### src/rtl/spi_frame_pkg.sv
// Shared types and constants for the SPI frame decoder: FSM states, command
// byte layout and word framing.
package spi_frame_pkg;

  typedef enum logic [1:0] {
    ST_IDLE  = 2'd0,
    ST_CMD   = 2'd1,
    ST_WRITE = 2'd2,
    ST_READ  = 2'd3
  } state_e;

  localparam int CMD_WRITE_BIT = 7;
  localparam int BYTES_PER_WORD = 4;
  localparam logic [1:0] LAST_BYTE_IDX = 2'(BYTES_PER_WORD - 1);

  function automatic logic [7:0] sat_inc8(input logic [7:0] v);
    return (v == 8'hFF) ? v : v + 8'd1;
  endfunction

endpackage

### src/rtl/spi_frame_decoder_sync_2ff.sv
// Two-flop synchroniser for a single asynchronous level; resets to RESET_VAL.
module sync_2ff #(
  parameter logic RESET_VAL = 1'b1
) (
  input  logic clk,
  input  logic rst,
  input  logic d_i,
  output logic q_o
);

  logic [1:0] sync_q;

  always_ff @(posedge clk or negedge rst) begin
    if (!rst) begin
      sync_q <= {2{RESET_VAL}};
    end else begin
      sync_q <= {sync_q[0], d_i};
    end
  end

  assign q_o = sync_q[1];

endmodule

### src/rtl/spi_frame_decoder.sv
// SPI frame decoder: turns a chip-select framed byte stream into register bank
// writes (cmd bit7=1) or streamed reads (cmd bit7=0), with abort accounting.
module spi_frame_decoder
  import spi_frame_pkg::*;
#(
  parameter int ADDR_BITS = 7,
  parameter int DATA_BITS = 32
) (
  input  logic                 clk,
  input  logic                 rst,
  input  logic                 neg_enable,
  input  logic                 word_ready,
  input  logic [7:0]           data_word_received,
  output logic [7:0]           data_word_to_send,
  output logic                 wr_strobe,
  output logic [ADDR_BITS-1:0] wr_addr,
  output logic [DATA_BITS-1:0] wr_data,
  output logic                 rd_strobe,
  output logic [ADDR_BITS-1:0] rd_addr,
  input  logic [DATA_BITS-1:0] rd_data,
  output logic [7:0]           abort_count
);

  logic cs_sync;
  logic [1:0] settle_q, settle_d;
  logic cs_prev_q, cs_prev_d;
  logic frame_end, frame_start, last_byte, abort_evt;

  state_e state_q, state_d;
  logic [ADDR_BITS-1:0] addr_q, addr_d;
  logic [1:0] idx_q, idx_d;
  logic [DATA_BITS-1:0] asm_q, asm_d;
  logic [DATA_BITS-1:0] tx_q, tx_d;
  logic wr_strobe_q, wr_strobe_d;
  logic [ADDR_BITS-1:0] wr_addr_q, wr_addr_d;
  logic [DATA_BITS-1:0] wr_data_q, wr_data_d;
  logic rd_strobe_q, rd_strobe_d;
  logic cap_q, cap_d;
  logic [7:0] abort_cnt_q, abort_cnt_d;
  logic abort_flag_q, abort_flag_d;

  sync_2ff #(.RESET_VAL(1'b1)) u_cs_sync (
    .clk (clk),
    .rst (rst),
    .d_i (neg_enable),
    .q_o (cs_sync)
  );

  // The synchroniser output only reflects the pin once both flops have been
  // refilled after reset; until then no falling edge may be inferred, so a
  // frame already in progress at reset release is not mistaken for a new one.
  assign settle_d    = {settle_q[0], 1'b1};
  assign cs_prev_d   = settle_q[1] ? cs_sync : 1'b0;
  assign frame_start = settle_q[1] & cs_prev_q & ~cs_sync;
  assign frame_end   = cs_sync;
  assign last_byte   = (idx_q == LAST_BYTE_IDX);

  always_comb begin
    state_d      = state_q;
    addr_d       = addr_q;
    idx_d        = idx_q;
    asm_d        = asm_q;
    tx_d         = tx_q;
    wr_strobe_d  = 1'b0;
    wr_addr_d    = wr_addr_q;
    wr_data_d    = wr_data_q;
    rd_strobe_d  = 1'b0;
    cap_d        = rd_strobe_q;
    abort_cnt_d  = abort_cnt_q;
    abort_flag_d = abort_flag_q;
    abort_evt    = 1'b0;

    if (cap_q) tx_d = rd_data;

    case (state_q)
      ST_IDLE: begin
        if (frame_start) begin
          state_d = ST_CMD;
          idx_d   = 2'd0;
        end
      end
      ST_CMD: begin
        if (word_ready) begin
          addr_d = data_word_received[ADDR_BITS-1:0];
          idx_d  = 2'd0;
          if (data_word_received[CMD_WRITE_BIT]) begin
            state_d = ST_WRITE;
          end else begin
            state_d      = ST_READ;
            rd_strobe_d  = ~frame_end;
            abort_flag_d = 1'b0;
          end
        end else if (frame_end) begin
          abort_evt = 1'b1;
        end
        if (frame_end) state_d = ST_IDLE;
      end
      ST_WRITE: begin
        if (word_ready) begin
          asm_d = {asm_q[DATA_BITS-9:0], data_word_received};
          idx_d = idx_q + 2'd1;
          if (last_byte) begin
            wr_strobe_d = 1'b1;
            wr_addr_d   = addr_q;
            wr_data_d   = {asm_q[DATA_BITS-9:0], data_word_received};
            addr_d      = addr_q + 1'b1;
          end
        end
        if (frame_end) begin
          state_d   = ST_IDLE;
          abort_evt = (idx_d != 2'd0);
        end
      end
      ST_READ: begin
        if (word_ready) begin
          if (!cap_q) tx_d = {tx_q[DATA_BITS-9:0], 8'h00};
          idx_d = idx_q + 2'd1;
          if (last_byte) begin
            addr_d      = addr_q + 1'b1;
            rd_strobe_d = ~frame_end;
          end
        end
        if (frame_end) begin
          state_d   = ST_IDLE;
          abort_evt = (idx_d != 2'd0);
        end
      end
      default: state_d = ST_IDLE;
    endcase

    if (abort_evt) begin
      abort_cnt_d  = sat_inc8(abort_cnt_q);
      abort_flag_d = 1'b1;
    end
  end

  always_ff @(posedge clk or negedge rst) begin
    if (!rst) begin
      settle_q     <= 2'b00;
      cs_prev_q    <= 1'b0;
      state_q      <= ST_IDLE;
      addr_q       <= '0;
      idx_q        <= 2'd0;
      asm_q        <= '0;
      tx_q         <= '0;
      wr_strobe_q  <= 1'b0;
      wr_addr_q    <= '0;
      wr_data_q    <= '0;
      rd_strobe_q  <= 1'b0;
      cap_q        <= 1'b0;
      abort_cnt_q  <= 8'd0;
      abort_flag_q <= 1'b0;
    end else begin
      settle_q     <= settle_d;
      cs_prev_q    <= cs_prev_d;
      state_q      <= state_d;
      addr_q       <= addr_d;
      idx_q        <= idx_d;
      asm_q        <= asm_d;
      tx_q         <= tx_d;
      wr_strobe_q  <= wr_strobe_d;
      wr_addr_q    <= wr_addr_d;
      wr_data_q    <= wr_data_d;
      rd_strobe_q  <= rd_strobe_d;
      cap_q        <= cap_d;
      abort_cnt_q  <= abort_cnt_d;
      abort_flag_q <= abort_flag_d;
    end
  end

  assign data_word_to_send = (state_q == ST_READ) ? tx_q[DATA_BITS-1 -: 8]
                                                  : {abort_flag_q, 7'b0};
  assign wr_strobe   = wr_strobe_q;
  assign wr_addr     = wr_addr_q;
  assign wr_data     = wr_data_q;
  assign rd_strobe   = rd_strobe_q;
  assign rd_addr     = addr_q;
  assign abort_count = abort_cnt_q;

endmodule

### config.mk
export PLATFORM = sky130hd
export DESIGN_NAME = spi_frame_decoder
export DESIGN_NICKNAME = d
export VERILOG_FILES = /design/src/rtl/spi_frame_pkg.sv /design/src/rtl/spi_frame_decoder_sync_2ff.sv /design/src/rtl/spi_frame_decoder.sv
export SDC_FILE = /design/constraint.sdc
export NUM_CORES = 1
export LEC_CHECK = 0
export ABC_AREA = 1
export BUFFER_PORTS_ARGS = -buffer_cell sky130_fd_sc_hd__buf_2
export CAP_MARGIN = 20
export CORE_MARGIN = 1.5
export CORE_UTILIZATION = 41
export CTS_CLUSTER_DIAMETER = 150
export DETAILED_ROUTE_END_ITERATION = 6
export GPL_TIMING_DRIVEN = 0
export RECOVER_POWER = 25
export SLEW_MARGIN = 30
export SYNTH_ARGS = -nofsm -noshare
export SYNTH_HDL_FRONTEND = slang
export SYNTH_SLANG_ARGS = --single-unit
### constraint.sdc
create_clock -name clk -period 3 [get_ports clk]
set_input_delay 0.3 -clock clk [delete_from_list [all_inputs] [get_ports clk]]
set_output_delay 0.3 -clock clk [all_outputs]
set_load 0.02 [all_outputs]
=== Word level (Yosys, flattened, before mapping) ===
Cells that the tools add are included.

* Register bits after elaboration: 123
* Logic and storage cells: 87

* Eq/ne operators: 12
* Bitwise gates (word level): 4
* $add $sub $neg: 3
* Reductions and logical operators: 14
* Mux-type cells: 39

{| class="wikitable"
|+ Operators with widths
! cell !! number
|-
| 32-bit 2-to-1 mux || 4
|-
| 7-bit 2-to-1 mux || 3
|-
| 2-bit 2-to-1 mux || 9
|-
| 1-bit 2-to-1 mux || 17
|-
| 7-bit case mux with 2 select lines || 1
|-
| 2-bit nonzero test || 5
|-
| 3-bit AND reduction || 3
|-
| 8-bit by 1-bit adder with 8-bit output, second input constant || 1
|-
| 8-bit equality test, second input constant || 1
|-
| 8-bit 2-to-1 mux || 1
|-
| 2-bit by 1-bit inequality test with 1-bit output, second input constant || 4
|-
| 2-bit case mux with 4 select lines || 1
|-
| 7-bit by 1-bit adder with 7-bit output, second input constant || 1
|-
| 2-bit equality test, second input constant || 3
|-
| 2-bit case mux with 3 select lines || 1
|-
| 2-bit AND reduction || 3
|-
| 2-bit inequality test, second input constant || 2
|-
| 4-bit AND reduction || 1
|-
| 3-bit by 2-bit inequality test with 1-bit output, second input constant || 1
|-
| 1-bit case mux with 3 select lines || 1
|-
| 2-bit by 1-bit adder with 2-bit output, second input constant || 1
|-
| 1-bit AND || 2
|-
| 2-bit by 1-bit equality test with 1-bit output, second input constant || 1
|-
| 2-bit logical NOT || 1
|-
| 3 further kinds || 4
|}

=== Depth between registers and ports, before layout ===
Gate-level depths: netlist (run 1).

* Depth in word-level cells: 8
* Mapped depth: 8

=== Modules after synthesis ===
Synthesis (run 1) repeated with hierarchy kept, for this count alone.

* Cells, all modules: 595
* Area, all modules: 5298.8 um2

{| class="wikitable"
|+ By module, submodules not included
! module !! instances !! seq. area each (um2) !! area an instance (um2) !! cells each
|-
| spi_frame_decoder || 1 || 3027.9 || 5246.3 || 593
|-
| sync_2ff || 1 || 52.6 || 52.6 || 2
|}

=== Worst setup path before layout (run 1) ===
OpenSTA, ideal clock, no wires.

* Path kind: register to output
* Start: register state_q[1]
* End: output data_word_to_send[7]
* Path buffers: 1
* Cell stages (with the launch flop): 4
* Arrival: 1190 ps
* Path slack: 1510 ps
* Data required time: 2700 ps
* Path through: dfrtp_1 > buf_2 > nand2_1 > mux2_2

* Cells in the longest elaborated chain, start to end: 2

{| class="wikitable"
|+ Ends and longest elaborated chain
! item !! RTL line !! text
|-
| start: declaration || spi_frame_decoder.sv:29 || <nowiki>state_e state_q, state_d;</nowiki>
|-
| start signal: assignment || spi_frame_decoder.sv:156 || <nowiki>state_q <= state_d;</nowiki>
|-
| 2-bit equality test || spi_frame_decoder.sv:171 || <nowiki>assign data_word_to_send = (state_q == ST_READ) ? tx_q[DATA_BITS-1 -: 8]</nowiki>
|-
| 8-bit 2-to-1 mux || spi_frame_decoder.sv:171 ||
|-
| end: declaration || spi_frame_decoder.sv:14 || <nowiki>output logic [7:0] data_word_to_send,</nowiki>
|}

No other way between the ends.

=== Worst setup path after layout (run 1) ===
Ends and elaborated chain as after synthesis.

==> summary.md, run 1 <==
| Metric | Value |
|---|---|
| Post-synth EDFFs | `0` |
| Number of CTS-inserted buffers | `17` |
| Synth cell types | `30` |
| Synth top area share | `0.5792` |
| Largest net degree at the start of global routing | `67` |
| Area grow syn2layout | `27.69%` |
| Site row count | `41` |
| CP Max Fanout | `10` |
| Vias per cell | `4.938` |
| Via count | `4474` |
| Ys async rst share | `1.000` |
| Synth Warn # | `0` |
| Worst slew pin tran | `1.515 ns` |
| CP Data Arrival Time | `1.97 ns` |
| Worst EP required | `2.70 ns` |
| Post-Syn Nets | `639` |
| Fin cells | `906` |
| Top post-synthesis cells by area | `dfrtp_1 (58%), nand2_1 (13%), o21ai_0 (5.0%)` |
| Mean routed wirelength per cell | `14.26 um` |
| Min Tclk post-route | `2.267 ns` |
| Worst-Skew Late Latency | `0.41 ns` |
| Pre-antenna DRT Iters | `6` |
| Max Root-Sink Buffers | `2` |
| Overflow after GRT | `0` |
| Mapped Avg Cell Area | `8.830 um2` |
| Tot Pwr | `6497 uW` |
| Die Area | `13440 um2` |
| Max-slew violations | `58` |
| Sequential area share after synthesis | `0.5893` |
| I/O pin total | `108` |
| Core Area | `12520 um2` |
| Postcts setup bufs | `0` |
| Root buf cell | `clkbuf_16` |
| TritonCTS clock tree | `yes` |
| Fmax | `441.2 MHz` |
| Filler Cells Inserted | `1208` |
| Layout cell share with drive strength beyond 1 | `0.2207` |
| Global-route wire length before repair | `21070 um` |
| VDD IR max | `0.4345 mV` |
| Area post-placement | `6016 um2` |
| Final Core Density | `0.5333` |
| Ys flop type | `dfrtp_1` |
| Initial antenna violation count | `0` |
| Post-Place Cells | `872` |
| Clock-pin slew on the worst setup and hold paths | `0.05 ns` |
| Syn Std Cell Area | `5228 um2` |
| Max H-tree Level | `4` |
| Worst Setup Start Kind | `register` |
| CP Class | `register to primary output` |
| Nets | `768` |
| Final period util | `0.7556` |
| Seq cells post-synth | `123` |
| Multi-input combinational cell area | `1759 um2` |
| Antenna Cells | `0` |
| Count leader, synth | `nand2_1` |
| Largest area contributor in the netlist | `dfrtp_1` |
| Chip width | `115.9 um` |
| Setup violations, final | `0` |
| Max Clock Skew | `0.01081 ns` |
| First DRT Iteration DRCs | `224` |
| Post-detail-place hpwl | `9085 um` |
| Antenna viol nets, final | `0` |
| DRC | `0` |
| HP Class | `input pin to register` |
| Final instance area | `6675 um2` |
| Final Wtd Congestion | `0.8221` |
| RSZ-0062 raised after global routing | `false` |
| CTS Sinks | `123` |
| Violated checks | `max-capacitance violations, max-slew violations` |
| CP endpoint kind | `primary output` |
| # port buffers | `107` |
| Mapped Cells | `592` |
| MaxCap Viol Count | `1` |
| Final TNS setup | `0 ns` |
| Number of global-route vias before repair | `4223` |
| Total GRT Usage | `0.2044` |
| Drt total wl | `12920 um` |
| Hold Violations, Final | `0` |
| Die H | `115.9 um` |
| Status | `finished with violations` |
| Rel. slew slack | `-0.009843` |
| Sequential cell area | `3080 um2` |
| Initial Util | `0.4176` |
| Commonest cells post-synth | `nand2_1 (181), dfrtp_1 (121), inv_1 (63)` |
| Leakage | `0.003428 uW` |
| PwrDens | `973.3 nW/um2` |
-- repair_timing --
item                                   CTS  global route
resized for setup                        0             0
hold buffers                             2             0
endpoints found under the hold margin   56             0
-- critical path, stage by stage (launching register included) --
cell and delay, ns:
dfrtp_1 0.45, buf_2 0.22, nand2_1 0.32, mux2_2 0.40, buf_2 0.16
-- routing by layer --
metal / vias to the layer above / track usage / routed length, um
met5: - / 0 / 0
met4: 0 / 0.09919 / 276
li1: 2179 / - / -
met3: 20 / 0.04132 / 660
met2: 116 / 0.3176 / 6137
met1: 2159 / 0.2749 / 5843
-- state kept, by name (all words and copies together), names as in the netlist, 7 cells and up --
signal,cells
tx_q,32
wr_data,32
asm_q,24
abort_count,8
rd_addr,7
wr_addr,7
-- path summary, 6_finish.rpt --
check | from | to | slack (ns) | cells past startpoint
setup / recovery | state_q[1]$_DFFE_PN0P_ | data_word_to_send[7] | 0.73 | 4
setup reg to reg | idx_q[0]$_DFFE_PN0P_ | abort_count[7]$_DFFE_PN0P_ | 1.30 | 8
hold reg to reg | settle_q[0]$_DFF_PN0_ | settle_q[1]$_DFF_PN0_ | 0.35 | 0
hold / removal | rd_data[2] | tx_q[2]$_DFF_PN0_ | 0.1 | 3
max in group asynchronous | rst | wr_data[3]$_DFFE_PN0P_ | 1.23 | 3
min in group asynchronous | rst | tx_q[3]$_DFF_PN0_ | 0.79 | 2
-- kinds of logic (layout without fill, tap and decap cells) --
family                     Yosys count  in the layout  synth area share
adders and majority gates            3              3          0.007181
AOI/OAI and AO/OA                  114            114            0.1199
buffers and inverters               93            235           0.07420
muxes                                1              1          0.002154
DFF                                123            123            0.5893
other                                1              1         0.0007174
and+or+nand+nor                    254            254            0.2015
xor gates and xnor gates             3              3          0.005027
-- cell usage in the layout (no fill, tap or decap), types with 2 or more instances in the layout --
| master | instances |
|---|---|
| o211ai_1 | 13 |
| nand2_1 | 181 |
| nand4_1 | 10 |
| xnor2_1 | 2 |
| dlygate4sd3_1 | 2 |
| buf_4 | 3 |
| clkinv_2 | 2 |
| nand3_1 | 39 |
| ha_1 | 3 |
| clkbuf_1 | 13 |
| nor2_1 | 19 |
| o221ai_1 | 3 |
| a21oi_1 | 11 |
| o21ai_1 | 30 |
| buf_2 | 116 |
| a22oi_1 | 4 |
| clkbuf_8 | 6 |
| nor2_2 | 2 |
| dfrtp_1 | 121 |
| clkbuf_16 | 17 |
| buf_6 | 2 |
| bufinv_16 | 4 |
| o21ai_0 | 52 |
| inv_1 | 63 |
| inv_2 | 3 |
-- where the power goes --
group | switching (uW) | internal (uW) | total [uW]
registers | 316 | 2250 | 2560
clock network | 699 | 1520 | 2220
logic | 1120 | 593 | 1710
total | 2140 | 4360 | 6500
-- through the flow --
stage	worst slack, ns	hold WS (ns)
after global routing	0.6485	0.1063
final	0.7332	0.09738
after floorplan	1.510	0.004409
after global placement	0.06088	0.3316
after detailed placement	1.172	0.2613
after CTS	0.7183	0.07817
-- area by class of cell --
type                            count  area share
Sequential cell                   123      0.4615
Buffer                             26     0.02043
Timing Repair Buffer              110     0.08735
Inverter                           67     0.03768
Clock inverter                      6     0.01949
Tap cell                          172     0.03224
Multi-Input combinational cell    376      0.2635
Clock buffer                       26     0.07779
No activity file was read; power rests on OpenSTA's default activity.
==> run 2: changes to the inputs <==
--- a/config.mk
+++ b/config.mk
@@ -13,6 +13,7 @@
 export CTS_CLUSTER_DIAMETER = 150
 export DETAILED_ROUTE_END_ITERATION = 6
 export GPL_TIMING_DRIVEN = 0
+export PLACE_DENSITY = 0.65
 export RECOVER_POWER = 25
 export SLEW_MARGIN = 30
 export SYNTH_ARGS = -nofsm -noshare
==> constraint.sdc (replaced) <==
create_clock -name clk -period 1.96 [get_ports clk]
set_input_delay 0.196 -clock clk [delete_from_list [all_inputs] [get_ports clk]]
set_output_delay 0.196 -clock clk [all_outputs]
set_load 0.02 [all_outputs]
==> run 2 against run 1 <==
Compared with the run above:
- the flow now finishes without violations
- worst hold slack got worse by 0.083 ns
- design area rose by 1.8%
- non-clock buffer count rose by 6
- combinational power rose by 56%
- core utilization rose by 0.98 points
- setup slack got worse by 0.64 ns
- die area did not move
- global-route usage barely moved
- total power rose by 58%
==> summary.md, run 2 (same netlist as run 1, synthesis figures left out) <==
| Metric | Value |
|---|---|
| Rel. slew slack | `0.1141` |
| Worst slew pin tran | `1.329 ns` |
| Mean routed wirelength per cell | `14.32 um` |
| Cell family with most CP delay | `flip-flops` |
| Postcts setup bufs | `0` |
| Worst hold path depth | `3` |
| Pre-antenna DRT Iters | `5` |
| Core Area | `12520 um2` |
| Min Tclk post-route | `1.870 ns` |
| Worst Setup Start Kind | `register` |
| CTS Sinks | `123` |
| R2R depth | `5` |
| Number of CTS-inserted buffers | `17` |
| Root buf cell | `clkbuf_16` |
| PwrDens | `1512 nW/um2` |
| Comb power frac | `0.260` |
| Flop pwr share | `0.382` |
| CP endpoint kind | `primary output` |
| Leading cell type in the layout, fill and taps excluded | `nand2_1` |
| Critical path buffers and inverters | `2` |
| Clock-pin slew on the worst setup and hold paths | `0.06 ns` |
| Fmax | `534.7 MHz` |
| Antenna viol nets, final | `0` |
| Slowest-stage cell, CP | `dfrtp_2` |
| First DRT Iteration DRCs | `280` |
| Number of global-route vias before repair | `4266` |
| Setup violations, final | `0` |
| Max Clock Skew | `0.005640 ns` |
| Switching portion of total power | `0.3247` |
| Final Wtd Congestion | `0.8402` |
| Total GRT Usage | `0.2047` |
| Tot Pwr | `10280 uW` |
| Commonest non-fill, non-tap cells in the layout | `nand2_1 (180), dfrtp_1 (120), buf_2 (116)` |
| Int Pwr | `6943 uW` |
| Via count | `4530` |
| Global-route wire length before repair | `21110 um` |
| Max incr delay on CP | `0.44 ns` |
| Critical Path Stages | `4` |
| Layout cell share with drive strength beyond 1 | `0.2230` |
| Switching power | `3338 uW` |
| RSZ-0062 raised after global routing | `false` |
| DRC | `0` |
| Max H-tree Level | `4` |
| Site row count | `41` |
| Final period util | `0.9542` |
| TritonCTS clock tree | `yes` |
| Die H | `115.9 um` |
| Drt total wl | `13060 um` |
| CP Class | `register to primary output` |
| Status | `finished clean` |
| Initial antenna violation count | `0` |
| Largest net degree at the start of global routing | `65` |
| Clock share of power | `0.358` |
| VDD IR max | `0.6453 mV` |
| Leakage | `0.003463 uW` |
| Post-detail-place hpwl | `9108 um` |
| Overflow after GRT | `0` |
| Final TNS setup | `0 ns` |
| HP Class | `input pin to register` |
| Antenna Cells | `0` |
| Hold Violations, Final | `0` |
| Area grow syn2layout | `30.04%` |
| Chip width | `115.9 um` |
| CP Data Arrival Time | `1.67 ns` |
| MaxCap Viol Count | `0` |
| Initial Util | `0.4176` |
| Die Area | `13440 um2` |
| Nets | `774` |
| Vias per cell | `4.967` |
| Max-slew violations | `0` |
| Cell Chain, Critical Path | `buf_4 > nand2_8 > mux2_2 > buf_2` |
| # port buffers | `107` |
| Worst-Skew Late Latency | `0.41 ns` |
| CP Max Fanout | `10` |
| I/O pin total | `108` |
| Max Root-Sink Buffers | `2` |
| Worst EP required | `1.76 ns` |
## run 2: changes by cell type in the layout (fill, tap and decap cells not counted), sizes merged
cell	change
buf	+1
bufinv	+3
dlygate4sd3	+6
clkbuf	-6
clkinvlp	+2
## run 2: layout make-up
class,count,area (um2)
plain buffers,26,138.9
clock buffers,21,460.4
clock inverters,11,239.0
fillers,1186,5719
inverters,67,251.5
multi-input cells,376,1775
flip-flops and latches,123,3082
well taps,172,215.2
repair buffers,116,635.6
## run 2: metal layers
| layer | share of wire | routed length [um] | vias up | track usage |
|---|---|---|---|---|
| met5 | 0 | 0 | - | 0 |
| met4 | 0.021 | 269 | 0 | 0.08374 |
| met3 | 0.041 | 536 | 21 | 0.04969 |
| met2 | 0.49 | 6338 | 111 | 0.3255 |
| met1 | 0.45 | 5913 | 2212 | 0.2700 |
| li1 | - | - | 2186 | - |
## run 2: worst register-to-register path: cells and delay by family (launching register included)
kind / cells / cell delay (ns)
simple gates: 4 / 1.01
fa+ha+maj: 1 / 0.28
flops: 1 / 0.42
## run 2: stage by stage
stage          worst slack (ns)  std cells  area, um2  utilization  hold slack [ns]
5_1_grt                 0.03218        912       6798       0.5431          0.01031
6_report                0.08973        912       6798       0.5431          0.01447
4_1_cts                 0.02038        911       6795       0.5429       0.00008085
2_1_floorplan            0.4712        592       5228            -         -0.09959
3_3_place_gp            -0.8332        871       5978       0.4776           0.3024
3_5_place_dp             0.2449        872       6016       0.4806           0.1556
## run 2: what timing repair did
action | in CTS | in global routing
hold buffers | 7 | 1
pin swaps | 0 | 0
gates resized for setup | 3 | 2
hold endpoints to repair | 65 | 1
endpoints found under the setup margin | 4 | 1
## run 2: final timing paths
kind                                                  from                             to  slack [ns]
worst max register to register  abort_count[0]$_DFFE_PN0P_     abort_count[5]$_DFFE_PN0P_        0.19
min in group asynchronous                              rst             tx_q[30]$_DFF_PN0_        0.62
max in group asynchronous                              rst  u_cs_sync.sync_q[0]$_DFF_PN1_        0.33
worst min register to register       settle_q[0]$_DFF_PN0_          settle_q[1]$_DFF_PN0_        0.36
worst max-delay path                state_q[1]$_DFFE_PN0P_           data_word_to_send[7]        0.09
worst min-delay path                           rd_data[30]             tx_q[30]$_DFF_PN0_        0.01
## run 2: power by group through the flow
stage               clock network (uW)  registers, uW  logic (uW)
finish                            3680           3930        2670
global route                      3860           4040        3030
CTS                               3730           3930        2680
detailed placement                   0           3960        2630
global placement                     0           3930        2540
floorplan                            0           4220        1440
